## config.mk

```make
export PLATFORM = sky130hd
export DESIGN_NAME = mmu_xlat_requester_flat
export DESIGN_NICKNAME = d
export VERILOG_FILES = /design/src/rtl/mmu_xlat_requester_if.sv /design/src/rtl/mmu_xlat_requester.sv /design/src/flat_wrapper.sv
export SDC_FILE = /design/constraint.sdc
export NUM_CORES = 1
export LEC_CHECK = 0
export CORE_AREA = 3 3 195 197
export DETAILED_ROUTE_END_ITERATION = 7
export DIE_AREA = 0 0 198 200
export HOLD_SLACK_MARGIN = 0.15
export SKIP_CTS_REPAIR_TIMING = 1
export SYNTH_ARGS = -nofsm -noshare
export SYNTH_HDL_FRONTEND = slang
export SYNTH_SLANG_ARGS = --single-unit
```

## constraint.sdc

```tcl
create_clock -name clk_i -period 4.73 [get_ports clk_i]
set_input_delay 1.419 -clock clk_i [delete_from_list [all_inputs] [get_ports clk_i]]
set_output_delay 1.419 -clock clk_i [all_outputs]
set_load 0.05 [all_outputs]
```

## src/rtl/mmu_xlat_requester_if.sv

```systemverilog
// Bundled in-stream, MMU request/response and out-stream signals of the translation requester.
// master = the requester, slave = the environment (producer, MMU and consumer).
interface mmu_xlat_requester_if #(
  parameter int unsigned VLEN   = 64,
  parameter int unsigned PLEN   = 56,
  parameter int unsigned CauseW = 64
);
  logic              in_valid;
  logic              in_ready;
  logic [VLEN-1:0]   in_vaddr;
  logic              in_is_store;

  logic              mmu_req;
  logic [VLEN-1:0]   mmu_vaddr;
  logic              mmu_is_store;
  logic              mmu_valid;
  logic [PLEN-1:0]   mmu_paddr;
  logic              mmu_ex_valid;
  logic [CauseW-1:0] mmu_ex_cause;
  logic [CauseW-1:0] mmu_ex_tval;

  logic              out_valid;
  logic              out_ready;
  logic [PLEN-1:0]   out_paddr;
  logic              out_ex_valid;
  logic [CauseW-1:0] out_ex_cause;
  logic [CauseW-1:0] out_ex_tval;

  modport master (
    input  in_valid, in_vaddr, in_is_store,
    output in_ready,
    output mmu_req, mmu_vaddr, mmu_is_store,
    input  mmu_valid, mmu_paddr, mmu_ex_valid, mmu_ex_cause, mmu_ex_tval,
    output out_valid, out_paddr, out_ex_valid, out_ex_cause, out_ex_tval,
    input  out_ready
  );

  modport slave (
    output in_valid, in_vaddr, in_is_store,
    input  in_ready,
    input  mmu_req, mmu_vaddr, mmu_is_store,
    output mmu_valid, mmu_paddr, mmu_ex_valid, mmu_ex_cause, mmu_ex_tval,
    input  out_valid, out_paddr, out_ex_valid, out_ex_cause, out_ex_tval,
    output out_ready
  );
endinterface

```

## src/rtl/mmu_xlat_requester.sv

```systemverilog
// Single-outstanding address-translation requester: in-stream vaddr -> MMU req -> out-stream result.
// Optional REQ watchdog enabled by defining MMU_REQ_TIMEOUT_EN.
module mmu_xlat_requester #(
  parameter int unsigned VLEN          = 64,
  parameter int unsigned PLEN          = 56,
  parameter int unsigned CauseW        = 64,
  parameter int unsigned TimeoutCycles = 1024
) (
  input  logic                 clk_i,
  input  logic                 rst_i,
  input  logic                 en_i,
  input  logic                 ex_clr_i,
  output logic                 halted_o,
  mmu_xlat_requester_if.master bus
);

  typedef enum logic [1:0] {
    ST_IDLE = 2'd0,
    ST_REQ  = 2'd1,
    ST_RSP  = 2'd2,
    ST_HALT = 2'd3
  } state_e;

  localparam logic [PLEN-1:0]   PADDR_ZERO = {PLEN{1'b0}};
  localparam logic [CauseW-1:0] CAUSE_ZERO = {CauseW{1'b0}};
  localparam logic [CauseW-1:0] CAUSE_LOAD_ACCESS  = CauseW'(64'd5);
  localparam logic [CauseW-1:0] CAUSE_STORE_ACCESS = CauseW'(64'd7);

  if ((TimeoutCycles < 32'd1) || (PLEN > VLEN)) begin : g_param_check
    $error("mmu_xlat_requester: need TimeoutCycles >= 1 and PLEN <= VLEN");
  end

  function automatic logic [PLEN-1:0] bypass_paddr(input logic [VLEN-1:0] vaddr);
    return vaddr[PLEN-1:0];
  endfunction

  state_e            state_r;
  state_e            state_s;
  logic [VLEN-1:0]   vaddr_r;
  logic              is_store_r;
  logic [PLEN-1:0]   paddr_r;
  logic              ex_valid_r;
  logic [CauseW-1:0] cause_r;
  logic [CauseW-1:0] tval_r;

  logic              accept_s;
  logic              abort_s;
  logic              mmu_hit_s;
  logic              timeout_s;

`ifdef MMU_REQ_TIMEOUT_EN
  localparam int unsigned CNT_W = $clog2(TimeoutCycles + 1);
  localparam logic [CNT_W-1:0] CNT_LAST = CNT_W'(TimeoutCycles - 1);

  logic [CNT_W-1:0] req_cnt_r;

  // Watchdog: counts REQ cycles, cleared whenever the FSM is outside REQ.
  always_ff @(posedge clk_i) begin
    if (rst_i) begin
      req_cnt_r <= {CNT_W{1'b0}};
    end else if (state_r == ST_REQ) begin
      req_cnt_r <= req_cnt_r + CNT_W'(1);
    end else begin
      req_cnt_r <= {CNT_W{1'b0}};
    end
  end
`endif

  // Event decode; an en_i drop in REQ takes priority over a same-cycle MMU answer.
  always_comb begin
    accept_s  = 1'b0;
    abort_s   = 1'b0;
    mmu_hit_s = 1'b0;
    timeout_s = 1'b0;
    if (state_r == ST_IDLE) begin
      accept_s = bus.in_valid;
    end else if (state_r == ST_REQ) begin
      abort_s   = ~en_i;
      mmu_hit_s = en_i & bus.mmu_valid;
`ifdef MMU_REQ_TIMEOUT_EN
      timeout_s = en_i & ~bus.mmu_valid & (req_cnt_r == CNT_LAST);
`else
      timeout_s = 1'b0;
`endif
    end else begin
      accept_s = 1'b0;
    end
  end

  // State register.
  always_ff @(posedge clk_i) begin
    if (rst_i) begin
      state_r <= ST_IDLE;
    end else begin
      state_r <= state_s;
    end
  end

  // Next-state logic.
  always_comb begin
    state_s = state_r;
    case (state_r)
      ST_IDLE: begin
        if (accept_s && en_i) begin
          state_s = ST_REQ;
        end else if (accept_s) begin
          state_s = ST_RSP;
        end else begin
          state_s = ST_IDLE;
        end
      end
      ST_REQ: begin
        if (abort_s || mmu_hit_s || timeout_s) begin
          state_s = ST_RSP;
        end else begin
          state_s = ST_REQ;
        end
      end
      ST_RSP: begin
        if (bus.out_ready && ex_valid_r) begin
          state_s = ST_HALT;
        end else if (bus.out_ready) begin
          state_s = ST_IDLE;
        end else begin
          state_s = ST_RSP;
        end
      end
      ST_HALT: begin
        if (ex_clr_i) begin
          state_s = ST_IDLE;
        end else begin
          state_s = ST_HALT;
        end
      end
      default: state_s = ST_IDLE;
    endcase
  end

  // Request and result registers; the bypass result is preloaded at accept and
  // overwritten by whichever REQ event ends the translation.
  always_ff @(posedge clk_i) begin
    if (rst_i) begin
      vaddr_r    <= {VLEN{1'b0}};
      is_store_r <= 1'b0;
      paddr_r    <= PADDR_ZERO;
      ex_valid_r <= 1'b0;
      cause_r    <= CAUSE_ZERO;
      tval_r     <= CAUSE_ZERO;
    end else if (accept_s) begin
      vaddr_r    <= bus.in_vaddr;
      is_store_r <= bus.in_is_store;
      paddr_r    <= bypass_paddr(bus.in_vaddr);
      ex_valid_r <= 1'b0;
      cause_r    <= CAUSE_ZERO;
      tval_r     <= CAUSE_ZERO;
    end else if (abort_s) begin
      paddr_r    <= bypass_paddr(vaddr_r);
      ex_valid_r <= 1'b0;
      cause_r    <= CAUSE_ZERO;
      tval_r     <= CAUSE_ZERO;
    end else if (mmu_hit_s) begin
      paddr_r    <= bus.mmu_ex_valid ? PADDR_ZERO : bus.mmu_paddr;
      ex_valid_r <= bus.mmu_ex_valid;
      cause_r    <= bus.mmu_ex_valid ? bus.mmu_ex_cause : CAUSE_ZERO;
      tval_r     <= bus.mmu_ex_valid ? bus.mmu_ex_tval : CAUSE_ZERO;
    end else if (timeout_s) begin
      paddr_r    <= PADDR_ZERO;
      ex_valid_r <= 1'b1;
      cause_r    <= is_store_r ? CAUSE_STORE_ACCESS : CAUSE_LOAD_ACCESS;
      tval_r     <= CauseW'(vaddr_r);
    end
  end

  // Outputs decoded from the state register and driven straight from registers.
  always_comb begin
    bus.in_ready     = (state_r == ST_IDLE);
    bus.mmu_req      = (state_r == ST_REQ);
    bus.mmu_vaddr    = vaddr_r;
    bus.mmu_is_store = is_store_r;
    bus.out_valid    = (state_r == ST_RSP);
    bus.out_paddr    = paddr_r;
    bus.out_ex_valid = ex_valid_r;
    bus.out_ex_cause = cause_r;
    bus.out_ex_tval  = tval_r;
    halted_o         = (state_r == ST_HALT);
  end

endmodule

```

## src/flat_wrapper.sv

```systemverilog
// flat-port wrapper written by rule: the top's interface ports become plain ports
module mmu_xlat_requester_flat 
#(
  parameter int unsigned VLEN          = 64,
  parameter int unsigned PLEN          = 56,
  parameter int unsigned CauseW        = 64,
  parameter int unsigned TimeoutCycles = 1024
)
  (clk_i, rst_i, en_i, ex_clr_i, halted_o, bus_in_valid, bus_in_vaddr, bus_in_is_store, bus_in_ready, bus_mmu_req, bus_mmu_vaddr, bus_mmu_is_store, bus_mmu_valid, bus_mmu_paddr, bus_mmu_ex_valid, bus_mmu_ex_cause, bus_mmu_ex_tval, bus_out_valid, bus_out_paddr, bus_out_ex_valid, bus_out_ex_cause, bus_out_ex_tval, bus_out_ready);
  mmu_xlat_requester_if #(.VLEN(VLEN), .PLEN(PLEN), .CauseW(CauseW)) bus_i ();
  input  logic clk_i;
  input  logic rst_i;
  input  logic en_i;
  input  logic ex_clr_i;
  output logic halted_o;
  input wire logic [$bits(bus_i.in_valid)-1:0] bus_in_valid;
  input wire logic [$bits(bus_i.in_vaddr)-1:0] bus_in_vaddr;
  input wire logic [$bits(bus_i.in_is_store)-1:0] bus_in_is_store;
  output wire logic [$bits(bus_i.in_ready)-1:0] bus_in_ready;
  output wire logic [$bits(bus_i.mmu_req)-1:0] bus_mmu_req;
  output wire logic [$bits(bus_i.mmu_vaddr)-1:0] bus_mmu_vaddr;
  output wire logic [$bits(bus_i.mmu_is_store)-1:0] bus_mmu_is_store;
  input wire logic [$bits(bus_i.mmu_valid)-1:0] bus_mmu_valid;
  input wire logic [$bits(bus_i.mmu_paddr)-1:0] bus_mmu_paddr;
  input wire logic [$bits(bus_i.mmu_ex_valid)-1:0] bus_mmu_ex_valid;
  input wire logic [$bits(bus_i.mmu_ex_cause)-1:0] bus_mmu_ex_cause;
  input wire logic [$bits(bus_i.mmu_ex_tval)-1:0] bus_mmu_ex_tval;
  output wire logic [$bits(bus_i.out_valid)-1:0] bus_out_valid;
  output wire logic [$bits(bus_i.out_paddr)-1:0] bus_out_paddr;
  output wire logic [$bits(bus_i.out_ex_valid)-1:0] bus_out_ex_valid;
  output wire logic [$bits(bus_i.out_ex_cause)-1:0] bus_out_ex_cause;
  output wire logic [$bits(bus_i.out_ex_tval)-1:0] bus_out_ex_tval;
  input wire logic [$bits(bus_i.out_ready)-1:0] bus_out_ready;
  assign bus_i.in_valid = bus_in_valid;
  assign bus_i.in_vaddr = bus_in_vaddr;
  assign bus_i.in_is_store = bus_in_is_store;
  assign bus_in_ready = bus_i.in_ready;
  assign bus_mmu_req = bus_i.mmu_req;
  assign bus_mmu_vaddr = bus_i.mmu_vaddr;
  assign bus_mmu_is_store = bus_i.mmu_is_store;
  assign bus_i.mmu_valid = bus_mmu_valid;
  assign bus_i.mmu_paddr = bus_mmu_paddr;
  assign bus_i.mmu_ex_valid = bus_mmu_ex_valid;
  assign bus_i.mmu_ex_cause = bus_mmu_ex_cause;
  assign bus_i.mmu_ex_tval = bus_mmu_ex_tval;
  assign bus_out_valid = bus_i.out_valid;
  assign bus_out_paddr = bus_i.out_paddr;
  assign bus_out_ex_valid = bus_i.out_ex_valid;
  assign bus_out_ex_cause = bus_i.out_ex_cause;
  assign bus_out_ex_tval = bus_i.out_ex_tval;
  assign bus_i.out_ready = bus_out_ready;
  mmu_xlat_requester #(.VLEN(VLEN), .PLEN(PLEN), .CauseW(CauseW), .TimeoutCycles(TimeoutCycles)) u_core (.clk_i(clk_i), .rst_i(rst_i), .en_i(en_i), .ex_clr_i(ex_clr_i), .halted_o(halted_o), .bus(bus_i));
endmodule
```

* After elaboration in Yosys (flattened, before gate mapping)
Cells that the tools add are included.
** Storage, ports and cells
- Bits of input ports :: 257
- Output and inout bits :: 254
- Register bits :: 252
** Cells by class
- Mux-type cells :: 21
- Reductions and logical operators :: 6
- Equality and inequality tests :: 3
- Bitwise operators :: 2
** Operator list (number)
- $mux 64 :: 4
- $mux 56 :: 4
- $mux 2 :: 6
- $pmux 2 s4 :: 1
- $mux 1 :: 6
- $eq 2x2->1 const B :: 2
- $reduce_bool 3->1 :: 1
- $reduce_or 3->1 :: 1
- $eq 2x1->1 const B :: 1
- $logic_and 1x1->1 :: 2
- $logic_not 2->1 :: 1
- $and 1x1->1 :: 1
- $logic_or 1x1->1 :: 1
- $not 1->1 :: 1

* Logic depth before layout (Yosys ltp)
Gate-level depths: netlist of the first run.
- Depth after elaboration :: 6
- Depth in mapped cells :: 7
- Gate-level depth less buffers :: 4

* Least setup slack after synthesis of the first run
No wires, ideal clock.
- Path kind :: register to output
- From :: register u_core.state_r[0]
- To :: output bus_in_ready
- Data arrival time :: 1.468 ns
- Slack :: 1.843 ns
- Stages on the path, launching flop included :: 5
- Path through :: dfxtp_1 -> buf_4 -> buf_2 -> buf_2 -> nor2_1
** Between the ends
- Word-level cells in the longest chain between the ends :: 1
** Ends and longest elaborated chain
- start: declaration :: line mmu_xlat_requester.sv:37 : state_e state_r;
- start signal: assignment :: line mmu_xlat_requester.sv:95 : state_r <= state_s;
- $logic_not 2->1 :: line mmu_xlat_requester.sv:176 : bus.in_ready = (state_r == ST_IDLE);
- end: declaration :: line flat_wrapper.sv:19 : output wire logic [$bits(bus_i.in_ready)-1:0] bus_in_ready;
Every way passes these cells.

* Final worst setup path of the first run
- From :: register u_core.state_r[0]
- To :: output bus_mmu_req
** Between the ends
- Word-level cells in the longest chain between the ends :: 1
** Ends and longest elaborated chain
- $eq 2x1->1 :: line mmu_xlat_requester.sv:177 : bus.mmu_req = (state_r == ST_REQ);
- end: declaration :: line flat_wrapper.sv:20 : output wire logic [$bits(bus_i.mmu_req)-1:0] bus_mmu_req;
Every way passes these cells.

==> results.sh, run 1 <==
export IMPL_status="finished clean"
export IMPL_worstHoldStart="u_core.bus.out_ex_tval[21]$_SDFFE_PP0P_"
export IMPL_ant_nets=0
export IMPL_required_ns=3.31
export IMPL_finalCritPeriodShare_pct=81.5
export IMPL_dpl_cell_area_sq_um=16000
export IMPL_p_leak_nw=5.67
export IMPL_wirelength_microns=45100
export IMPL_timing_hold_ws_ns=0.448
export IMPL_syn_to_final_growth_pct=59.9
export IMPL_drv_slew=0
export IMPL_grt_max_degree=133
export IMPL_finalHoldViolations=0
export IMPL_crit_type="reg2out"
export IMPL_htree_levels=1
export IMPL_hold_end="u_core.bus.out_ex_tval[21]$_SDFFE_PP0P_"
export IMPL_grt_ovfl_total=0
export IMPL_yosysWarnings=0
export IMPL_antenna_found_initial=2
export IMPL_finalSetupTns_ns=0
export IMPL_p_switching_w=0.00175
export IMPL_place_hpwl_microns=31400
export IMPL_hold_depth=2
export IMPL_clockPowerShare_pct=38.6
export IMPL_final_cell_area_sq_um=16900
export IMPL_reg2reg_to="u_core.bus.out_paddr[7]$_SDFFE_PP0P_"
export IMPL_cts_tree="done"
export IMPL_rsz0062_at_grt="false"
export IMPL_syn_nets=1613
export IMPL_power_switching_share_pct=30.3
export IMPL_rrSetupSlack_ns=1.76
export IMPL_fill_cells=3556
export IMPL_dieArea_sq_um=39600
export IMPL_grt_usage_pct=21.1
export IMPL_p_seq_share_pct=39.6
export IMPL_cts_root_buf="clkbuf_16"
export IMPL_r2r_cells=5
export IMPL_period_minus_slack_ns=3.85
export IMPL_via_per_inst=5.09
export IMPL_critPathLaunchType="flop"
export IMPL_max_slew_margin_pct=30.8
export IMPL_ys_seq_area_share_pct=47.6
export IMPL_critPathArrivalTime_ns=2.43
export IMPL_initial_core_util_pct=29.1
export IMPL_pin_count=511
export IMPL_maxCapViolations=0
export IMPL_crit_fanout=27
export IMPL_rr_startpoint="u_core.state_r[0]$_SDFF_PP0_"
export IMPL_total_power_w=0.00578
export IMPL_worst_slew_pin_slew_ns=1.04
export IMPL_ys_types=28
export IMPL_post_route_util_pct=46.5
export IMPL_rows=70
export IMPL_yosys_top_cells_area="dfxtp_1, nand2_1, a21oi_1, nand3_1, a311oi_1"
export IMPL_syn_area_sq_um=10600
export IMPL_avgSynthCellArea_sq_um=7.81
export IMPL_cts_buffers=29
export IMPL_die_h_microns=200
export IMPL_drt_iter0_drc=648
export IMPL_grt_pass1_wl_microns=66800
export IMPL_yosysTopAreaCellShare_pct=47.6
export IMPL_clock_latency_ns=0.54
export IMPL_io_buffer_count=510
export IMPL_avgRoutedWirePerCell_microns=19.9
export IMPL_cts_sinks=252
export IMPL_p_comb_share_pct=21.8
export IMPL_syn_inst=1356
export IMPL_nets=2038
export IMPL_setup_viol=0
export IMPL_cp_end_kind="primary output"
export IMPL_grt_pass1_vias=11199
export IMPL_drive_gt1_share_pct=4.99
export IMPL_p_per_area_nw_per_um2=341
export IMPL_yosys_register_bits=252
export IMPL_p_int_w=0.00403
export IMPL_drc=0
export IMPL_die_width_microns=198
export IMPL_hp_class="reg2reg"
export IMPL_firstDrtPassIters=5
export IMPL_synth_area_leader_cell="dfxtp_1"
export IMPL_core_area_sq_um=36400
export IMPL_place_gp_congestion=0.842
export IMPL_fin_skew_ns=0.00609
export IMPL_vias=11562
export IMPL_clk_path_buf_depth=3
export IMPL_clk_pin_slew_ns=0.06
export IMPL_ir_drop_v=0.000232
export IMPL_antennaDiodeCount=0
export IMPL_fmax_mhz=260
==> state kept, by name (all words and copies together) (netlist names) <==
register / cells
u_core.bus.mmu_is_store: 1
u_core.bus.out_ex_cause: 64
u_core.state_r: 2
u_core.bus.out_ex_valid: 1
u_core.bus.mmu_vaddr: 64
u_core.bus.out_ex_tval: 64
u_core.bus.out_paddr: 56
==> through the flow <==
stage / cells / worst slack [ns]
after CTS: 2271 / 0.807
after detailed placement: 2218 / 1.09
after floorplan: 1356 / 1.84
final: 2271 / 0.877
after global routing: 2271 / 0.766
after global placement: 2218 / 1.16
==> worst max-delay path by stage <==
stage	depth (start not counted)	to	from	slack (ns)
final	2	bus_mmu_req	u_core.state_r[0]$_SDFF_PP0_	0.88
after global routing	2	bus_mmu_req	u_core.state_r[0]$_SDFF_PP0_	0.77
after CTS	2	bus_mmu_req	u_core.state_r[0]$_SDFF_PP0_	0.81
after detailed placement	6	u_core.bus.out_paddr[42]$_SDFFE_PP0P_	en_i	1.09
after global placement	6	u_core.bus.out_paddr[37]$_SDFFE_PP0P_	en_i	1.16
after floorplan	4	bus_in_ready	u_core.state_r[0]$_SDFF_PP0_	1.84
==> cell usage after synthesis <==
cell type and instances:
nand2_1 263, dfxtp_1 252, a21oi_1 196, nand3_1 129, o21ai_0 80, clkbuf_1 71, nor2_1 61, a311oi_1 57
o221ai_1 56, buf_2 53, nor2b_1 34, inv_1 25, nand2b_1 25, nor3_1 23, buf_1 9, buf_4 4
buf_6 4, and2_1 2, and3_1 2, or2_1 2, a211oi_1 1, a221oi_1 1, a22o_1 1, clkbuf_2 1
inv_2 1, mux2i_1 1, nor2b_4 1, o21ai_1 1
==> cell type report <==
| cell class | count | area, sq um | area share [%] |
|---|---|---|---|
| Timing Repair Buffer | 536 | 5400 | 31.9 |
| Multi-Input combinational cell | 936 | 4870 | 28.8 |
| Clock buffer | 39 | 823 | 4.86 |
| Clock inverter | 14 | 120 | 0.709 |
| Inverter | 26 | 97.6 | 0.576 |
| Sequential cell | 252 | 5050 | 29.8 |
| Tap cell | 468 | 586 | 3.46 |
==> placed cells by master (no fill, tap or decap), types with 24 or more instances in the layout <==
cell             count
dfxtp_1            251
o21ai_0             80
nor2_1              60
nand2_1            263
a311oi_1            56
o221ai_1            56
clkdlybuf4s50_1    508
a21oi_1            196
inv_1               24
nor2b_1             33
nand3_1            128
clkbuf_16           29
==> power groups by stage <==
stage	sequential (W)	combinational, W	clock, W
global placement	0.00234	0.00126	0
CTS	0.00229	0.00127	0.00230
detailed placement	0.00234	0.00126	0
floorplan	0.00265	0.000380	0
finish	0.00229	0.00126	0.00223
global route	0.00230	0.00134	0.00238
==> critical path: stages, from the launching register on <==
cell	delay [ns]
dfxtp_2	0.71
nor2b_4	0.32
clkdlybuf4s50_1	0.86
==> routing by layer <==
layer	routed length, microns	GRT usage (%)	vias to the layer above	share of wire [%]
li1	-	-	5583	-
met1	17600	25.1	5428	39
met4	1020	4.98	4	2.3
met5	23	0	-	0.051
met2	21800	36.9	485	48
met3	4650	7.39	62	10
==> cell families (layout without fill, tap and decap cells) <==
kind of cell	count (synthesis)	in the layout	synth area share [%]
mux	1	1	0.0945
simple gates	542	542	22.6
flops	252	252	47.6
compound gates	393	393	22.7
buf+inv	168	615	7.01
No activity file was read; power rests on OpenSTA's default activity.
==> inputs of run 2 (changes only) <==
clock period = 3.2 ns   (was 4.73 ns; I/O delays follow)
==> run 2 against run 1 <==
Flip-flop and latch count stayed put. Non-clock buffer count is 7 higher. Hold slack hardly changed. Cell area is 1.3% higher. Critical path type unchanged.
==> results.sh, run 2 (same netlist as run 1, synthesis figures left out) <==
export IMPL_grt_pass1_wl_microns=67100
export IMPL_io_buffer_count=510
export IMPL_ir_drop_v=0.000442
export IMPL_core_area_sq_um=36400
export IMPL_reg2reg_to="u_core.bus.mmu_vaddr[4]$_SDFFE_PP0P_"
export IMPL_critPathArrivalTime_ns=2.09
export IMPL_finalHoldViolations=0
export IMPL_worstHoldStart="u_core.bus.out_ex_tval[28]$_SDFFE_PP0P_"
export IMPL_rr_startpoint="u_core.state_r[0]$_SDFF_PP0_"
export IMPL_timing_hold_ws_ns=0.448
export IMPL_grt_ovfl_total=0
export IMPL_drv_slew=0
export IMPL_drive_gt1_share_pct=5.19
export IMPL_status="finished clean"
export IMPL_final_cell_area_sq_um=17200
export IMPL_drc=0
export IMPL_initial_core_util_pct=29.1
export IMPL_rsz0062_at_grt="false"
export IMPL_die_h_microns=200
export IMPL_fin_skew_ns=0.00840
export IMPL_hold_depth=2
export IMPL_worst_slew_pin_slew_ns=0.648
export IMPL_crit_chain="nor2b_4, clkdlybuf4s50_1"
export IMPL_rows=70
export IMPL_place_hpwl_microns=31700
export IMPL_drt_iter0_drc=557
export IMPL_p_per_area_nw_per_um2=500
export IMPL_setup_viol=0
export IMPL_fmax_mhz=328
export IMPL_p_leak_nw=5.76
export IMPL_ant_nets=0
export IMPL_grt_met2_usage_pct=36.8
export IMPL_wirelength_microns=45600
export IMPL_dpl_cell_area_sq_um=16200
export IMPL_firstDrtPassIters=5
export IMPL_cts_buffers=30
export IMPL_cp_end_kind="primary output"
export IMPL_max_slew_margin_pct=56.8
export IMPL_critPathLaunchType="flop"
export IMPL_antenna_found_initial=5
export IMPL_cts_sinks=252
export IMPL_cts_root_buf="clkbuf_16"
export IMPL_rrSetupSlack_ns=0.77
export IMPL_finalCritPeriodShare_pct=95.2
export IMPL_r2r_cells=6
export IMPL_via_per_inst=5.11
export IMPL_syn_to_final_growth_pct=61.9
export IMPL_pin_count=511
export IMPL_grtUsageMet3_pct=7.91
export IMPL_place_gp_congestion=0.836
export IMPL_hp_class="reg2reg"
export IMPL_nets=2046
export IMPL_die_width_microns=198
export IMPL_grt_pass1_vias=11427
export IMPL_fill_cells=3601
export IMPL_htree_levels=1
export IMPL_grt_busiest_layer="met2"
export IMPL_crit_type="reg2out"
export IMPL_hold_end="u_core.bus.out_ex_tval[28]$_SDFFE_PP0P_"
export IMPL_critPathSlowestCell="clkdlybuf4s50_1"
export IMPL_grt_max_degree=108
export IMPL_layout_commonest_cell="clkdlybuf4s50_1"
export IMPL_slowest_delay_ns=0.89
export IMPL_vias=11652
export IMPL_clock_latency_ns=0.55
export IMPL_period_minus_slack_ns=3.05
export IMPL_grt_usage_pct=21.4
export IMPL_clk_path_buf_depth=3
export IMPL_required_ns=2.24
export IMPL_layout_common_cells="clkdlybuf4s50_1, nand2_1, dfxtp_1"
export IMPL_grt_use_met1_pct=24.9
export IMPL_clk_pin_slew_ns=0.06
export IMPL_maxCapViolations=0
export IMPL_post_route_util_pct=47.1
export IMPL_avgRoutedWirePerCell_microns=20.0
export IMPL_crit_fanout=12
export IMPL_dieArea_sq_um=39600
export IMPL_cts_tree="done"
## run 2: area by class of cell
type | count | area (sq um) | area share [%]
repair buffers | 543 | 5600 | 32.6
inverters | 26 | 97.6 | 0.569
clock buffers | 49 | 923 | 5.38
clock inverters | 5 | 28.8 | 0.168
diodes | 2 | 5.00 | 0.0292
flip-flops and latches | 252 | 5050 | 29.4
well taps | 468 | 586 | 3.41
multi-input cells | 936 | 4870 | 28.4
## run 2: per-stage QoR
| step | setup TNS (ns) | power (W) | instances | setup slack [ns] |
|---|---|---|---|---|
| after CTS | -0.111 | 0.00869 | 2279 | -0.103 |
| after global routing | 0 | 0.00891 | 2279 | 0.0823 |
| after floorplan | 0 | 0.00448 | 1356 | 0.772 |
| after global placement | 0 | 0.00534 | 2225 | 0.401 |
| final | 0 | 0.00859 | 2281 | 0.154 |
| after detailed placement | 0 | 0.00536 | 2225 | 0.314 |
## run 2: power by group
group	total (W)	switching, W	leakage, nW	internal (W)
registers	0.00339	0.000102	2.06	0.00328
logic	0.00190	0.00115	3.24	0.000751
clock network	0.00330	0.00135	0.472	0.00195
## run 2: worst max path at each step
| stage | startpoint | to | slack (ns) | depth (start not counted) |
|---|---|---|---|---|
| floorplan | u_core.state_r[0]$_SDFF_PP0_ | bus_in_ready | 0.77 | 4 |
| detailed placement | bus_mmu_valid | u_core.bus.out_paddr[42]$_SDFFE_PP0P_ | 0.31 | 6 |
| global route | u_core.state_r[1]$_SDFF_PP0_ | halted_o | 0.08 | 2 |
| global placement | bus_in_valid | u_core.bus.mmu_vaddr[19]$_SDFFE_PP0P_ | 0.40 | 6 |
| finish | u_core.state_r[1]$_SDFF_PP0_ | bus_mmu_req | 0.15 | 2 |
| CTS | u_core.state_r[1]$_SDFF_PP0_ | halted_o | -0.10 | 2 |
## run 2: critical path, delay by kind of cell (launching register included)
family        cells  cell delay (ns)
flops             1             0.42
buf+inv           1             0.89
simple gates      1             0.21
## run 2: per-layer routing
metal,up-vias,wire (microns)
li1,5592,-
met1,5471,17700
met2,503,21600
met3,80,4690
met4,6,1510
met5,-,37
